--- src/rtl/eth_pkg.sv ---
// Shared Ethernet framing constants, FSM state encoding and byte helpers.
// Used by the encapsulation and decapsulation paths alike.
package eth_pkg;

  typedef enum logic [3:0] {
    IDLE,
    PREAMBLE,
    SFD,
    DST,
    SRC,
    LEN,
    PAYLOAD,
    PAD,
    FCS,
    IFG,
    ABORT
  } eth_state_e;

  localparam logic [7:0]  PREAMBLE_BYTE = 8'h55;
  localparam logic [7:0]  SFD_BYTE      = 8'hD5;
  localparam logic [31:0] CRC_POLY      = 32'h04C11DB7;
  localparam logic [31:0] CRC_INIT      = 32'hFFFFFFFF;
  localparam logic [31:0] CRC_RESIDUE   = 32'hC704DD7B;
  localparam logic [10:0] MIN_PAYLOAD   = 11'd46;
  localparam logic [10:0] MAX_PAYLOAD   = 11'd1500;
  localparam logic [10:0] IFG_CYCLES    = 11'd12;
  localparam logic [10:0] PREAMBLE_LEN  = 11'd7;
  localparam logic [10:0] MAC_LEN       = 11'd6;
  localparam logic [10:0] FCS_LEN       = 11'd4;

  function automatic logic [31:0] bitrev32(input logic [31:0] v);
    logic [31:0] r;
    r = '0;
    for (int i = 0; i < 32; i++) r[i] = v[31-i];
    return r;
  endfunction

  // Byte idx of a MAC address, transmitted most significant byte first.
  function automatic logic [7:0] mac_byte(input logic [47:0] mac, input logic [2:0] idx);
    logic [7:0] b;
    case (idx)
      3'd0:    b = mac[47:40];
      3'd1:    b = mac[39:32];
      3'd2:    b = mac[31:24];
      3'd3:    b = mac[23:16];
      3'd4:    b = mac[15:8];
      default: b = mac[7:0];
    endcase
    return b;
  endfunction

endpackage

--- src/rtl/crc32_d8.sv ---
// Ethernet CRC-32, one byte per cycle, reflected LSB-first register; result visible the cycle after en.
// No backpressure: init has priority over en; the register holds when neither is set.
module crc32_d8
  import eth_pkg::*;
(
  input  logic        clk,
  input  logic        rst_n,
  input  logic        init,
  input  logic        en,
  input  logic [7:0]  data,
  output logic [31:0] crc
);

  localparam logic [31:0] POLY_REFL = bitrev32(CRC_POLY);

  logic [31:0] crc_q;
  logic [31:0] crc_d;
  logic [31:0] step;

  always_comb begin
    step = crc_q ^ {24'h0, data};
    for (int i = 0; i < 8; i++) begin
      step = step[0] ? ((step >> 1) ^ POLY_REFL) : (step >> 1);
    end
  end

  always_comb begin
    crc_d = crc_q;
    if (init) begin
      crc_d = CRC_INIT;
    end else if (en) begin
      crc_d = step;
    end
  end

  always_ff @(posedge clk or negedge rst_n) begin
    if (!rst_n) begin
      crc_q <= CRC_INIT;
    end else begin
      crc_q <= crc_d;
    end
  end

  assign crc = crc_q;

endmodule

--- src/rtl/ethernet_encapsulation.sv ---
// Wraps a payload stream into a GMII Ethernet frame (preamble, header, pad, FCS, IFG); TX_EN rises the cycle after request.
// Payload is pulled with combinational data_ready; a missing byte mid-payload aborts the frame with TX_ER.
module ethernet_encapsulation
  import eth_pkg::*;
#(
  parameter logic [47:0] destination_mac_addr = 48'h023528fbdd66,
  parameter logic [47:0] source_mac_addr      = 48'h072227acdb65
) (
  input  logic        clk,
  input  logic        rst,
  input  logic        pct_qued,
  input  logic [10:0] pct_len,
  input  logic [7:0]  data_in,
  input  logic        data_valid,
  output logic        data_ready,
  output logic [7:0]  gmii_data_out,
  output logic        gmii_dv,
  output logic        gmii_er,
  output logic        busy,
  output logic        len_err,
  output logic        pct_txed
);

  eth_state_e  state_q, state_d;
  logic [10:0] cnt_q, cnt_d;
  logic [10:0] rem_q, rem_d;
  logic [10:0] len_q, len_d;
  logic        len_err_q, len_err_d;
  logic        pct_txed_q, pct_txed_d;
  logic [1:0]  rst_sync_q, rst_sync_d;

  logic        rst_ok;
  logic        len_ok;
  logic        crc_init;
  logic        crc_en;
  logic [31:0] crc;
  logic [31:0] fcs;
  logic [7:0]  fcs_byte;

  // Requests are only honoured once reset release has passed through two flops.
  assign rst_sync_d = {rst_sync_q[0], 1'b1};
  assign rst_ok     = rst_sync_q[1];
  assign len_ok     = (pct_len != 11'd0) && (pct_len <= MAX_PAYLOAD);
  assign fcs        = ~crc;

  always_comb begin
    case (cnt_q[1:0])
      2'd0:    fcs_byte = fcs[7:0];
      2'd1:    fcs_byte = fcs[15:8];
      2'd2:    fcs_byte = fcs[23:16];
      default: fcs_byte = fcs[31:24];
    endcase
  end

  always_comb begin
    state_d       = state_q;
    cnt_d         = cnt_q;
    rem_d         = rem_q;
    len_d         = len_q;
    len_err_d     = 1'b0;
    pct_txed_d    = 1'b0;
    data_ready    = 1'b0;
    gmii_data_out = 8'h00;
    gmii_dv       = 1'b0;
    gmii_er       = 1'b0;
    crc_init      = 1'b0;
    crc_en        = 1'b0;

    case (state_q)
      IDLE: begin
        if (rst_ok && pct_qued) begin
          if (len_ok) begin
            len_d   = pct_len;
            rem_d   = pct_len;
            cnt_d   = 11'd0;
            state_d = PREAMBLE;
          end else begin
            len_err_d = 1'b1;
          end
        end
      end

      PREAMBLE: begin
        gmii_dv       = 1'b1;
        gmii_data_out = PREAMBLE_BYTE;
        if (cnt_q == PREAMBLE_LEN - 11'd1) begin
          cnt_d   = 11'd0;
          state_d = SFD;
        end else begin
          cnt_d = cnt_q + 11'd1;
        end
      end

      SFD: begin
        gmii_dv       = 1'b1;
        gmii_data_out = SFD_BYTE;
        crc_init      = 1'b1;
        state_d       = DST;
      end

      DST: begin
        gmii_dv       = 1'b1;
        gmii_data_out = mac_byte(destination_mac_addr, cnt_q[2:0]);
        crc_en        = 1'b1;
        if (cnt_q == MAC_LEN - 11'd1) begin
          cnt_d   = 11'd0;
          state_d = SRC;
        end else begin
          cnt_d = cnt_q + 11'd1;
        end
      end

      SRC: begin
        gmii_dv       = 1'b1;
        gmii_data_out = mac_byte(source_mac_addr, cnt_q[2:0]);
        crc_en        = 1'b1;
        if (cnt_q == MAC_LEN - 11'd1) begin
          cnt_d   = 11'd0;
          state_d = LEN;
        end else begin
          cnt_d = cnt_q + 11'd1;
        end
      end

      LEN: begin
        gmii_dv       = 1'b1;
        gmii_data_out = (cnt_q == 11'd0) ? {5'd0, len_q[10:8]} : len_q[7:0];
        crc_en        = 1'b1;
        if (cnt_q == 11'd1) begin
          cnt_d   = 11'd0;
          state_d = PAYLOAD;
        end else begin
          cnt_d = cnt_q + 11'd1;
        end
      end

      PAYLOAD: begin
        data_ready = 1'b1;
        gmii_dv    = 1'b1;
        if (data_valid) begin
          gmii_data_out = data_in;
          crc_en        = 1'b1;
          rem_d         = rem_q - 11'd1;
          if (rem_q == 11'd1) begin
            if (len_q < MIN_PAYLOAD) begin
              cnt_d   = MIN_PAYLOAD - len_q;
              state_d = PAD;
            end else begin
              cnt_d   = 11'd0;
              state_d = FCS;
            end
          end
        end else begin
          // Underrun: flag the frame as corrupt and never send a valid FCS.
          gmii_er = 1'b1;
          cnt_d   = 11'd0;
          state_d = ABORT;
        end
      end

      PAD: begin
        gmii_dv = 1'b1;
        crc_en  = 1'b1;
        cnt_d   = cnt_q - 11'd1;
        if (cnt_q == 11'd1) begin
          cnt_d   = 11'd0;
          state_d = FCS;
        end
      end

      FCS: begin
        gmii_dv       = 1'b1;
        gmii_data_out = fcs_byte;
        if (cnt_q == FCS_LEN - 11'd1) begin
          cnt_d      = 11'd0;
          pct_txed_d = 1'b1;
          state_d    = IFG;
        end else begin
          cnt_d = cnt_q + 11'd1;
        end
      end

      IFG: begin
        if (cnt_q == IFG_CYCLES - 11'd1) begin
          cnt_d   = 11'd0;
          state_d = IDLE;
        end else begin
          cnt_d = cnt_q + 11'd1;
        end
      end

      ABORT: begin
        cnt_d   = 11'd0;
        rem_d   = 11'd0;
        state_d = IFG;
      end

      default: begin
        cnt_d   = 11'd0;
        state_d = IDLE;
      end
    endcase
  end

  always_ff @(posedge clk or negedge rst) begin
    if (!rst) begin
      state_q    <= IDLE;
      cnt_q      <= 11'd0;
      rem_q      <= 11'd0;
      len_q      <= 11'd0;
      len_err_q  <= 1'b0;
      pct_txed_q <= 1'b0;
      rst_sync_q <= 2'b00;
    end else begin
      state_q    <= state_d;
      cnt_q      <= cnt_d;
      rem_q      <= rem_d;
      len_q      <= len_d;
      len_err_q  <= len_err_d;
      pct_txed_q <= pct_txed_d;
      rst_sync_q <= rst_sync_d;
    end
  end

  assign busy     = (state_q != IDLE);
  assign len_err  = len_err_q;
  assign pct_txed = pct_txed_q;

  crc32_d8 u_crc (
    .clk   (clk),
    .rst_n (rst),
    .init  (crc_init),
    .en    (crc_en),
    .data  (gmii_data_out),
    .crc   (crc)
  );

endmodule

--- config.mk ---
export PLATFORM = sky130hd
export DESIGN_NAME = ethernet_encapsulation
export DESIGN_NICKNAME = d
export VERILOG_FILES = /design/src/rtl/eth_pkg.sv /design/src/rtl/crc32_d8.sv /design/src/rtl/ethernet_encapsulation.sv
export SDC_FILE = /design/constraint.sdc
export NUM_CORES = 1
export LEC_CHECK = 0
export CELL_PAD_IN_SITES_DETAIL_PLACEMENT = 1
export CELL_PAD_IN_SITES_GLOBAL_PLACEMENT = 2
export CORE_MARGIN = 3
export CORE_UTILIZATION = 35
export DETAILED_ROUTE_END_ITERATION = 10
export GPL_ROUTABILITY_DRIVEN = 0
export PLACE_DENSITY = 0.85
export SKIP_LAST_GASP = 1
export SLEW_MARGIN = 10
export SYNTH_ARGS = -nofsm -noshare
export SYNTH_HDL_FRONTEND = slang
export SYNTH_SLANG_ARGS = --single-unit
export TNS_END_PERCENT = 20
--- constraint.sdc ---
create_clock -name clk -period 3.1 [get_ports clk]
set_input_delay 0.775 -clock clk [delete_from_list [all_inputs] [get_ports clk]]
set_output_delay 0.775 -clock clk [all_outputs]
set_load 0.1 [all_outputs]
==> flow_summary.ini <==
[layout]
syn2layout_area_growth_pct = 35.5
layout-drive-gt1-share_pct = 33.7
seq_area_um2 = 1870
fin_util_pct = 49.5
layout_commonest_cell = buf_4
multi_input_comb_area_um2 = 3770
num-nets-final = 760
layout_common_cells = buf_4 (108), nor2_1 (55), o21ai_0 (43), a21oi_1 (43), xnor2_1 (38)
diodes = 0
final_cell_area_um2 = 7690
final_cells = 942
fillCellCount = 1776

[critical_path]
critPathArrivalTime_ps = 2530
start_kind = register
end_kind = output port
critical_path_class = reg -> out
cp.required_ps = 2320
worstPathMaxFanout = 4

[pwr]
leakagePower_nw = 3.45
powerDensity_nw_per_um2 = 291
vdd_drop_max_mv = 0.245

[sta]
max_freq_mhz = 302
setup_viol = 23
min_period_over_period_pct = 107
worst_slew_pin_slew_ps = 836
setup_ws_ps = -209
hold_viol_final = 0
tns_ps = -2610
relSlewSlack_pct = 44.0
finalMaxSlewViolations = 0
rsz0062_at_grt = true
finClkSkew_ps = 13.2
min_period_ps = 3310

[clocking]
clock_latency_ps = 360
htree_levels = 3
numCtsBuffers = 9
clockBufferDepth = 2
cts_root_buf = clkbuf_16
clock-sinks = 73
ctsHoldBuffers = 0
tritoncts = built
clk_pin_slew_worst_paths_ps = 70

[synthesis]
synth_top_family_by_area = compound AO/OA/AOI/OAI gates
avgSynthCellArea_um2 = 9.39
synth_compound_area_share_pct = 21.6
synth_fa_ha_area_share_pct = 2.43
synth-edff-count = 0
synthCells = 604
syn-num-nets = 638
yosysUniqueCellTypes = 81
synthArstFlopShare_pct = 100
synth_area_um2 = 5670
ys_seq_elements = 73
synth_ff_type = dfrtp_1
synthXorXnorAreaFrac_pct = 17.9
synthMuxAreaShare_pct = 2.54
yosysWarnings = 0
synth_seq_area_share_pct = 32.9
synth-simple-area-share_pct = 17.4

[job]
drv_cap = 0

[floorplan]
initial_core_util_pct = 36.5
io_pins = 37
die_w_um = 133
dieArea_um2 = 17800
core_region_area_um2 = 15500
core.rowCount = 45
die_h_um = 133

[routing]
routed_wl_um = 20400
dr.pass1.iters = 5
vias_per_cell = 5.61
vias = 5286
wl_per_cell_um = 21.6
drt_iter0_drc = 290
antenna_left = 0
drc = 0

[placement]
post-place-cells = 910
postPlaceCellArea_um2 = 7020
dp_hpwl_um = 14500
port_buffers = 36

[outcome]
violations = setup timing
status = finished, violations left

[grt]
grt_pass1_wl_um = 32700
grt_antenna_before_repair = 0
grt_max_degree = 59
grt_usage_pct = 23.4
first_global_vias = 5828
overflow = 0

[hold_path]
hold_path.class = reg -> reg
==> metrics by stage <==
| stage | total power [mW] | setup WS, ps | hold WS, ps |
|---|---|---|---|
| 6_report | 2.24 | -209 | 354 |
| 5_1_grt | 2.30 | -237 | 365 |
| 4_1_cts | 2.25 | -249 | 354 |
| 3_3_place_gp | 1.06 | -267 | 339 |
| 3_5_place_dp | 1.06 | -397 | 339 |
| 2_1_floorplan | 0.988 | 7.97 | 331 |
==> critical path: stages, from the launching register on <==
cell and delay (ps):
dfrtp_2 450, buf_6 130, ha_4 160, ha_4 160
or4_1 460, o211ai_1 200, o211ai_1 130, a211o_4 310
buf_12 170
==> flip-flops by register name, indices dropped and copies added, names as in the netlist <==
register    count
u_crc.crc      32
cnt_q          11
len_q          11
rem_q          11
state_q         4
rst_sync_q      2
len_err         1
pct_txed        1
==> synth_stat cells (all sizes together), types with 4 or more instances <==
master | count | area (µm²)
and3 | 7 | 43.8
nand2 | 28 | 113
a2111oi | 8 | 88.8
nor2 | 57 | 216
o22ai | 5 | 31.3
a31oi | 7 | 43.8
nor4 | 4 | 40.0
a211o | 4 | 35.0
buf | 11 | 72.6
dfrtp | 41 | 1030
a22oi | 10 | 75.1
nand3 | 14 | 70.1
nor2b | 22 | 145
o21ai | 43 | 215
dfstp | 32 | 841
mux2 | 11 | 124
nor3b | 7 | 52.6
clkbuf | 24 | 90.1
a21oi | 43 | 215
and2 | 8 | 55.1
a211oi | 15 | 140
ha | 11 | 138
nor3 | 13 | 65.1
inv | 33 | 126
a221oi | 5 | 43.8
xnor2 | 47 | 505
xor2 | 11 | 104
o22a | 6 | 52.6
xnor3 | 18 | 409
==> metal layers <==
layer | wire length, µm | vias to the layer above | GRT usage, % | part of all wire [%]
met3 | 767 | 40 | 3.51 | 3.8
met4 | 594 | 0 | 7.77 | 2.9
met5 | 0 | - | 0 | 0
met1 | 8910 | 2675 | 30.3 | 44
li1 | - | 2427 | - | -
met2 | 10100 | 144 | 40.0 | 50
==> final timing paths <==
| path | slack (ps) | cells after the start | startpoint | end |
|---|---|---|---|---|
| hold reg to reg | 350 | 0 | rst_sync_q[0] | rst_sync_q[1] |
| setup reg to reg | -180 | 12 | cnt_q[1] | u_crc.crc[18] |
| max in group asynchronous | 1790 | 2 | rst | u_crc.crc[24] |
| hold / removal | 350 | 0 | rst_sync_q[0] | rst_sync_q[1] |
| min in group asynchronous | 510 | 1 | rst | cnt_q[4] |
| setup / recovery | -210 | 8 | cnt_q[1] | gmii_data_out[2] |
==> what timing repair did <==
action | CTS | global route
pin swaps | 12 | 6
buffers inserted | 11 | 6
setup endpoints to repair | 31 | 29
gates resized for setup | 41 | 11
==> cell families (layout without fill, tap and decap cells) <==
group                    after synthesis  in the layout
XOR/XNOR                              76             76
AO/OA/AOI/OAI                        179            179
flip-flops                            73             73
other                                  1              1
adder cells (fa/ha/maj)               11             11
buffers and inverters                 68            195
multiplexers                          13             13
AND/OR/NAND/NOR                      183            183
==> layout make-up <==
type | count | area share, %
Multi-Input combinational cell | 463 | 49.1
Sequential cell | 73 | 24.3
Timing Repair Buffer | 146 | 17.2
Tap cell | 211 | 3.43
Clock buffer | 9 | 2.93
Inverter | 33 | 1.71
Clock inverter | 7 | 1.32
==> report_power, final <==
group	leakage, nW	internal, mW	switching [mW]	total, mW
Sequential	0.867	0.956	0.000826	0.957
Clock	0.153	0.713	0.481	1.19
Combinational	2.43	0.0358	0.0493	0.0851
No activity file was read; power rests on OpenSTA's default activity.
